$ cat src/rtl/dly_load_seq.sv
// dly_load_seq: loads the 19 valid byte-lane delay table entries via ld_delay, then pulses set and done.
// Optional macro DLY_SEQ_DIRTY_ONLY_EN: only entries written since their last load are sent.
module dly_load_seq #(
    parameter int SET_GAP = 1
) (
    input  logic       clk_div,
    input  logic       rst,
    input  logic       wr_en,
    input  logic [4:0] wr_addr,
    input  logic [7:0] wr_data,
    input  logic       start,
    output logic       busy,
    output logic       done,
    output logic       wr_err,
    output logic [4:0] dly_addr,
    output logic [7:0] dly_data,
    output logic       ld_delay,
    output logic       set
);
    localparam logic [2:0] IDLE = 3'd0, LOAD = 3'd1, GAP = 3'd2, SET = 3'd3, DONE = 3'd4;
    localparam logic [31:0] VALID = 32'h01ff_03ff;

    logic [2:0]  state;
    logic [2:0]  gcnt;
    logic [7:0]  tbl [32];
    logic [31:0] pend;
    logic [4:0]  from, nxt;
    logic        found, wr_ok, step;

    assign wr_ok = wr_en && !busy;
    assign step  = (state == IDLE && start) || state == LOAD;
    assign from  = state == LOAD ? dly_addr + 5'd1 : 5'd0;

`ifdef DLY_SEQ_DIRTY_ONLY_EN
    logic [31:0] dirty;
    // a write landing in the start cycle must count as dirty for that very sequence
    assign pend = VALID & (dirty | (wr_ok ? 32'd1 << wr_addr : 32'd0));
`else
    assign pend = VALID;
`endif

    // lowest pending address at or above 'from'
    always_comb begin
        found = 1'b0;
        nxt = '0;
        for (int i = 31; i >= 0; i--)
            if (pend[i] && 5'(i) >= from) begin
                found = 1'b1;
                nxt = 5'(i);
            end
    end

    always_ff @(posedge clk_div or posedge rst) begin
        if (rst) begin
            state    <= IDLE;
            gcnt     <= '0;
            busy     <= 1'b0;
            done     <= 1'b0;
            wr_err   <= 1'b0;
            dly_addr <= '0;
            dly_data <= '0;
            ld_delay <= 1'b0;
            set      <= 1'b0;
            for (int i = 0; i < 32; i++) tbl[i] <= '0;
`ifdef DLY_SEQ_DIRTY_ONLY_EN
            dirty    <= '1;
`endif
        end else begin
            ld_delay <= 1'b0;
            set      <= 1'b0;
            done     <= 1'b0;
            wr_err   <= wr_en && busy;
            if (wr_ok) tbl[wr_addr] <= wr_data;
`ifdef DLY_SEQ_DIRTY_ONLY_EN
            if (wr_ok) dirty[wr_addr] <= 1'b1;
            if (step && found) dirty[nxt] <= 1'b0;
`endif
            if (step) begin
                busy <= 1'b1;
                if (found) begin
                    state    <= LOAD;
                    ld_delay <= 1'b1;
                    dly_addr <= nxt;
                    dly_data <= (wr_ok && wr_addr == nxt) ? wr_data : tbl[nxt];
                end else if (SET_GAP == 0) begin
                    state <= SET;
                    set   <= 1'b1;
                end else begin
                    state <= GAP;
                    gcnt  <= 3'd1;
                end
            end else if (state == GAP) begin
                if (gcnt == 3'(SET_GAP)) begin
                    state <= SET;
                    set   <= 1'b1;
                end else gcnt <= gcnt + 3'd1;
            end else if (state == SET) begin
                state <= DONE;
                done  <= 1'b1;
                busy  <= 1'b0;
            end else state <= IDLE;
        end
    end
endmodule

$ cat config.mk
export PLATFORM = sky130hd
export DESIGN_NAME = dly_load_seq
export DESIGN_NICKNAME = d
export VERILOG_FILES = /design/src/rtl/dly_load_seq.sv
export SDC_FILE = /design/constraint.sdc
export NUM_CORES = 1
export LEC_CHECK = 0
export CAP_MARGIN = 10
export CORE_AREA = 10 10 196 198
export DETAILED_ROUTE_END_ITERATION = 16
export DIE_AREA = 0 0 206 208
export HOLD_SLACK_MARGIN = 0.12
export MAX_ROUTING_LAYER = met4
export PLACE_DENSITY = 0.65
export SYNTH_ARGS = -nofsm -noshare
export SYNTH_HDL_FRONTEND = slang
export SYNTH_SLANG_ARGS = --single-unit
$ cat constraint.sdc
create_clock -name clk_div -period 9.4 [get_ports clk_div]
set_input_delay 1.88 -clock clk_div [delete_from_list [all_inputs] [get_ports clk_div]]
set_output_delay 1.88 -clock clk_div [all_outputs]
set_load 0.005 [all_outputs]
# [Word level (Yosys, flattened, before mapping)]
# Index checks and enable logic that the tools add are counted.
[classes] add_sub_neg=2 multipliers=0 div=0 n_lt_le_gt_ge=22 eq_ne=9 shifts=0 n_mux=66 bitwise=2 n_reduce_logical=13
[op_table] op="bitwise mux 256 bit" count=1
[op_table] op="2-to-1 mux 5 bit" count=20
[op_table] op=">= comparator 5 bit (first input constant)" count=9
[op_table] op="binary-select mux 8 bit (select 5 bit)" count=1
[op_table] op="demux 8 bit (select 5 bit)" count=1
[op_table] op="2-to-1 mux 8 bit" count=4
[op_table] op="2-to-1 mux 1 bit" count=30
[op_table] op="2-to-1 mux 3 bit" count=8
[op_table] op=">= comparator 3 x 5 -> 1 bit (first input constant)" count=4
[op_table] op=">= comparator 6 bit (second input constant)" count=2
[op_table] op="inverter 5 -> 6 bit" count=2
[op_table] op=">= comparator 1 x 5 -> 1 bit (first input constant)" count=2
[op_table] op=">= comparator 2 x 5 -> 1 bit (first input constant)" count=2
[op_table] op=">= comparator 4 x 5 -> 1 bit (first input constant)" count=2
[op_table] op="equality test 3 x 1 -> 1 bit (second input constant)" count=2
[op_table] op="equality test 3 x 2 -> 1 bit (second input constant)" count=2
[op_table] op="less-than comparator 6 x 1 -> 1 bit (second input constant)" count=1
[op_table] op="!= test 2 bit (second input constant)" count=3
[op_table] op="adder 5 x 1 -> 5 bit (second input constant)" count=1
[op_table] op="equality test 5 bit" count=1
[op_table] op="logical AND 1 bit" count=5
[op_table] op="AND reduction 2 bit" count=2
[op_table] op="nonzero test 2 bit" count=2
[op_table] op="adder 3 x 1 -> 3 bit (second input constant)" count=1
[op_table] op="6 further kinds" count=6
[word_totals] reg_bits=280 latchBits=0 ram_bits=0 mem_bits_ro=0 output_inout_bits=18 wordCells=155 mem_count=0

# [Longest topological paths before layout]
[logic_depth] word_depth=27 depth_mapped=13 depth_no_buf=10

# [Least setup slack after synthesis]
# OpenSTA, ideal clock, no wires.
[synth_path] path_kind="input to register" from="input wr_addr[1]" to="register dly_data[2]" arrival_time_ns=3.339 t_required_ns=9.276 path_slack_ns=5.937 stages=8 n_path_buf=1 path_cell_list="clkbuf_1 nand4b_1 a211oi_1 o211a_1 nand4b_2 nand2_1 nor2_1 a211o_1"
[synth_via] elab_chain_cells=3
[synth_rtl] item="start, declared" line="9" text="input logic [4:0] wr_addr,"
[synth_rtl] item="equality test 5 bit" line="84" text="dly_data <= (wr_ok && wr_addr == nxt) ? wr_data : tbl[nxt];"
[synth_rtl] item="logical AND 1 bit" line="84"
[synth_rtl] item="2-to-1 mux 8 bit" line="84"
[synth_rtl] item="end signal, assigned" line="84"
[synth_rtl] item="end, declared" line="16" text="output logic [7:0] dly_data,"
# Every way passes these cells.
# A chain may end at the register's enable or synchronous reset.

# [Final worst setup path]
[layout_path] from="register dly_addr[0]" to="register dly_data[2]"
[layout_via] elab_chain_cells=27 word_cells_on_any_way=67 cone_classes="1 x add/sub; 19 x order compare; 1 x eq/ne; 43 x mux; 1 x bitwise; 2 x reduce/logical"
[layout_rtl] item="start, declared" line="15" text="output logic [4:0] dly_addr,"
[layout_rtl] item="start signal, assigned" line="83" text="dly_addr <= nxt;"
[layout_rtl] item="adder 5 x 1 -> 5 bit (*)" line="32" text="assign from = state == LOAD ? dly_addr + 5'd1 : 5'd0;"
[layout_rtl] item="2-to-1 mux 5 bit (*)" line="32"
[layout_rtl] item=">= comparator 5 bit" line="47" text="if (pend[i] && 5'(i) >= from) begin"
[layout_rtl] item="2-to-1 mux 5 bit (19 in a row)" line="47"
[layout_rtl] item="inverter 5 -> 6 bit (not written as such)" line="84"
[layout_rtl] item="binary-select mux 8 bit (select 5 bit)" line="84"
[layout_rtl] item="2-to-1 mux 8 bit (not written as such) (2 in a row)" line="84"
[layout_rtl] item="2-to-1 mux 8 bit" line="84"
# Every way passes the cells marked *; elsewhere a longest branch is shown, timed or not. The select of a mux whose other input is x is not followed.

==> flow_metrics.py <==
metrics = {
    "status": {
        "outcome": "finished clean",
    },
    "run": {
        "cap_viol_max_count": 0,
    },
    "placement": {
        "dpl.hpwl_um": 22200,
        "place_congestion": 0.875,
        "portBuffers": 34,
    },
    "synth": {
        "ys.flop_type": "dfrtp_1",
        "synthArstFlopShare_pct": 100,
        "syn_area_sq_mm": 0.0136,
        "synth_cell_types": 61,
        "synth_edf_count": 0,
        "yosysSeqAreaShare_pct": 51.5,
        "ys_seq_elements": 280,
        "avgSynthCellArea_sq_um": 10.8,
        "syn-instance-count": 1266,
        "yosysWarningCount": 0,
        "synth_nets": 1286,
    },
    "timing": {
        "max-slew-margin-rel_pct": 34.5,
        "finalMaxSlewViolations": 0,
        "rsz0062_at_grt": "false",
        "finalHoldViolCount": 0,
        "setup_violations": 0,
        "whs_ns": 0.444,
        "post-route-period-util_pct": 48.9,
        "finalClockSkew_ns": 0.0117,
        "period_minus_slack_ns": 4.59,
        "fmax_mhz": 218,
        "worstMarginPinSlew_ns": 0.982,
        "tns_ns": 0,
    },
    "cts": {
        "path_clk_slew_ns": 0.06,
        "clk_latency_ns": 0.57,
        "cts_max_path_buffers": 3,
        "cts_tree": "built",
        "ctsResizeCount": 0,
        "hold_buffers": 0,
        "post_cts_buffers": 0,
        "clock-root-buffer": "clkbuf_16",
        "cts_buffers": 31,
        "clock-sinks": 280,
        "htreeDepth": 1,
    },
    "global_route": {
        "antenna_found_initial": 0,
        "gr-usage-met2_pct": 25.8,
        "busiest_layer": "met2",
        "grt_pass1_wl_um": 56900,
        "use_met3_pct": 2.55,
        "grt_start_max_net_pins": 78,
        "grt_use_met1_pct": 23.1,
        "track_usage_pct": 16.9,
        "grt_pass1_vias": 9721,
        "overflow": 0,
    },
    "worst_setup_path": {
        "r2r-end": "dly_data[2]",
        "r2r_start": "dly_addr[0]",
        "crit_arrival_ns": 5.05,
        "reg2regPathDepth": 11,
        "cp-end-kind": "register",
        "worstPathRequired_ns": 9.86,
        "start_kind": "register",
        "critPathMaxFanout": 59,
        "critPathKind": "reg -> reg",
        "ff2ff_setup_slack_ns": 4.81,
    },
    "floorplan": {
        "num_io_pins": 35,
        "die_area_sq_mm": 0.0428,
        "fp.dieW_um": 206,
        "fp.dieH_um": 208,
        "start_util_pct": 39.6,
        "core_area_sq_mm": 0.0344,
        "fp-row-count": 68,
    },
    "cells_and_area": {
        "layout-drive-gt1-share_pct": 26.7,
        "ff_latch_area_sq_mm": 0.00701,
        "final_common_cell": "nand2_1",
        "multi_input_area_sq_mm": 0.00613,
        "nFillCells": 3200,
        "final_cell_mix": "nand2_1 (296), dfrtp_1 (280), mux2_2 (256)",
        "syn2layout_area_growth_pct": 12.0,
        "num-nets-final": 1287,
    },
    "power_and_ir_drop": {
        "ir_drop_mv": 0.189,
        "combinationalPowerShare_pct": 44.7,
        "power_leakage_uw": 0.00713,
        "p_seq_share_pct": 30.3,
        "cellPowerDensity_mw_per_mm2": 318,
        "p_sw_uw": 2090,
        "internal_power_uw": 2750,
        "switching_share_pct": 43.2,
        "clkPwrFrac_pct": 24.9,
    },
    "hold_path": {
        "hold_depth": 1,
        "hold_path.class": "reg -> reg",
        "hold_start": "gcnt[2]",
        "min_to": "set",
    },
    "route": {
        "routed_wl_um": 36200,
        "routed-via-count": 9726,
        "wl_per_cell_um": 20.8,
        "viasPerCell": 5.58,
        "drc": 0,
        "final_antenna_net_count": 0,
        "dr.pass1.iters": 5,
        "drt_iter0_drc": 950,
    },
}
cells in the mapped netlist, drive strengths merged, types with 9 or more instances:
cell type	count	area (sq um)
a311oi	19	166
nor2	28	108
nor3	11	66.3
nand2	296	1110
clkbuf	50	188
buf	37	265
inv	9	33.8
mux2	256	2880
nand3	102	528
dfrtp	280	7010
o21ai	23	115
and3	39	244
a21oi	31	155
registers in the layout (all words and copies together), names as in the netlist:
signal    cells
dly_addr      5
dly_data      8
gcnt          3
ld_delay      1
wr_err        1
set           1
done          1
busy          1
state         3
tbl         256
through the flow:
step           cell area (sq um)  worst slack (ns)  cells  power [uW]  utilization, %
6_report                   15300              4.81   1743        4840            44.4
5_1_grt                    15200              4.53   1742        5110            44.4
4_1_cts                    15200              4.88   1742        4840            44.4
3_5_place_dp               14200              4.86   1689        3640            41.4
3_3_place_gp               14200              4.90   1689        3620            41.4
2_1_floorplan              13600              3.81   1266        2950               -
critical path: stages (launching register included):
cell and delay, ns:
dfrtp_1 0.54, ha_1 0.51, and4b_4 0.42, o31a_2 0.53, buf_4 0.47, buf_4 0.65
xnor2_1 0.19, o211a_1 0.18, nand4b_2 0.26, nand2_1 0.20, nor2_1 0.13, a211o_1 0.34
power groups by stage:
stage               sequential [uW]  clock [uW]  combinational, uW
CTS                            1470        1220               2160
global route                   1480        1270               2350
detailed placement             1490           0               2150
global placement               1480           0               2140
floorplan                      1430           0               1520
finish                         1470        1210               2170
cell type report:
| class | count | area share, % |
|---|---|---|
| clock buffer | 43 | 5.78 |
| multi-input combinational | 890 | 40.2 |
| inverter | 9 | 0.246 |
| clock inverter | 10 | 0.870 |
| timing repair buffer | 55 | 3.23 |
| tap | 455 | 3.73 |
| antenna | 1 | 0.0164 |
| sequential | 280 | 45.9 |
worst max-delay path by stage:
stage,endpoint,slack [ns],cells past startpoint,from
after floorplan,busy,3.81,1,rst
after global placement,tbl[40],4.90,4,rst
after detailed placement,dly_data[2],4.86,11,dly_addr[0]
after CTS,dly_data[2],4.88,11,dly_addr[0]
after global routing,dly_data[2],4.53,11,dly_addr[0]
final,dly_data[2],4.81,11,dly_addr[0]
logic make-up (layout without fill, tap and decap cells):
| logic type | count (synthesis) | after routing | share of synthesized area [%] |
|---|---|---|---|
| buffers and inverters | 96 | 117 | 3.57 |
| AND/OR/NAND/NOR | 509 | 509 | 17.1 |
| adder cells (fa/ha/maj) | 3 | 3 | 0.276 |
| multiplexers | 259 | 259 | 21.4 |
| other | 0 | 1 | 0 |
| AO/OA/AOI/OAI | 110 | 110 | 5.55 |
| flip-flops | 280 | 280 | 51.5 |
| XOR/XNOR | 9 | 9 | 0.689 |
layer usage:
metal  wire length (um)  part of all wire, %
met1              16700                   46
met2              16800                   46
met3               2020                  5.6
met4                743                  2.1
met5                  0                    0
(Power assumes the default switching activity.)
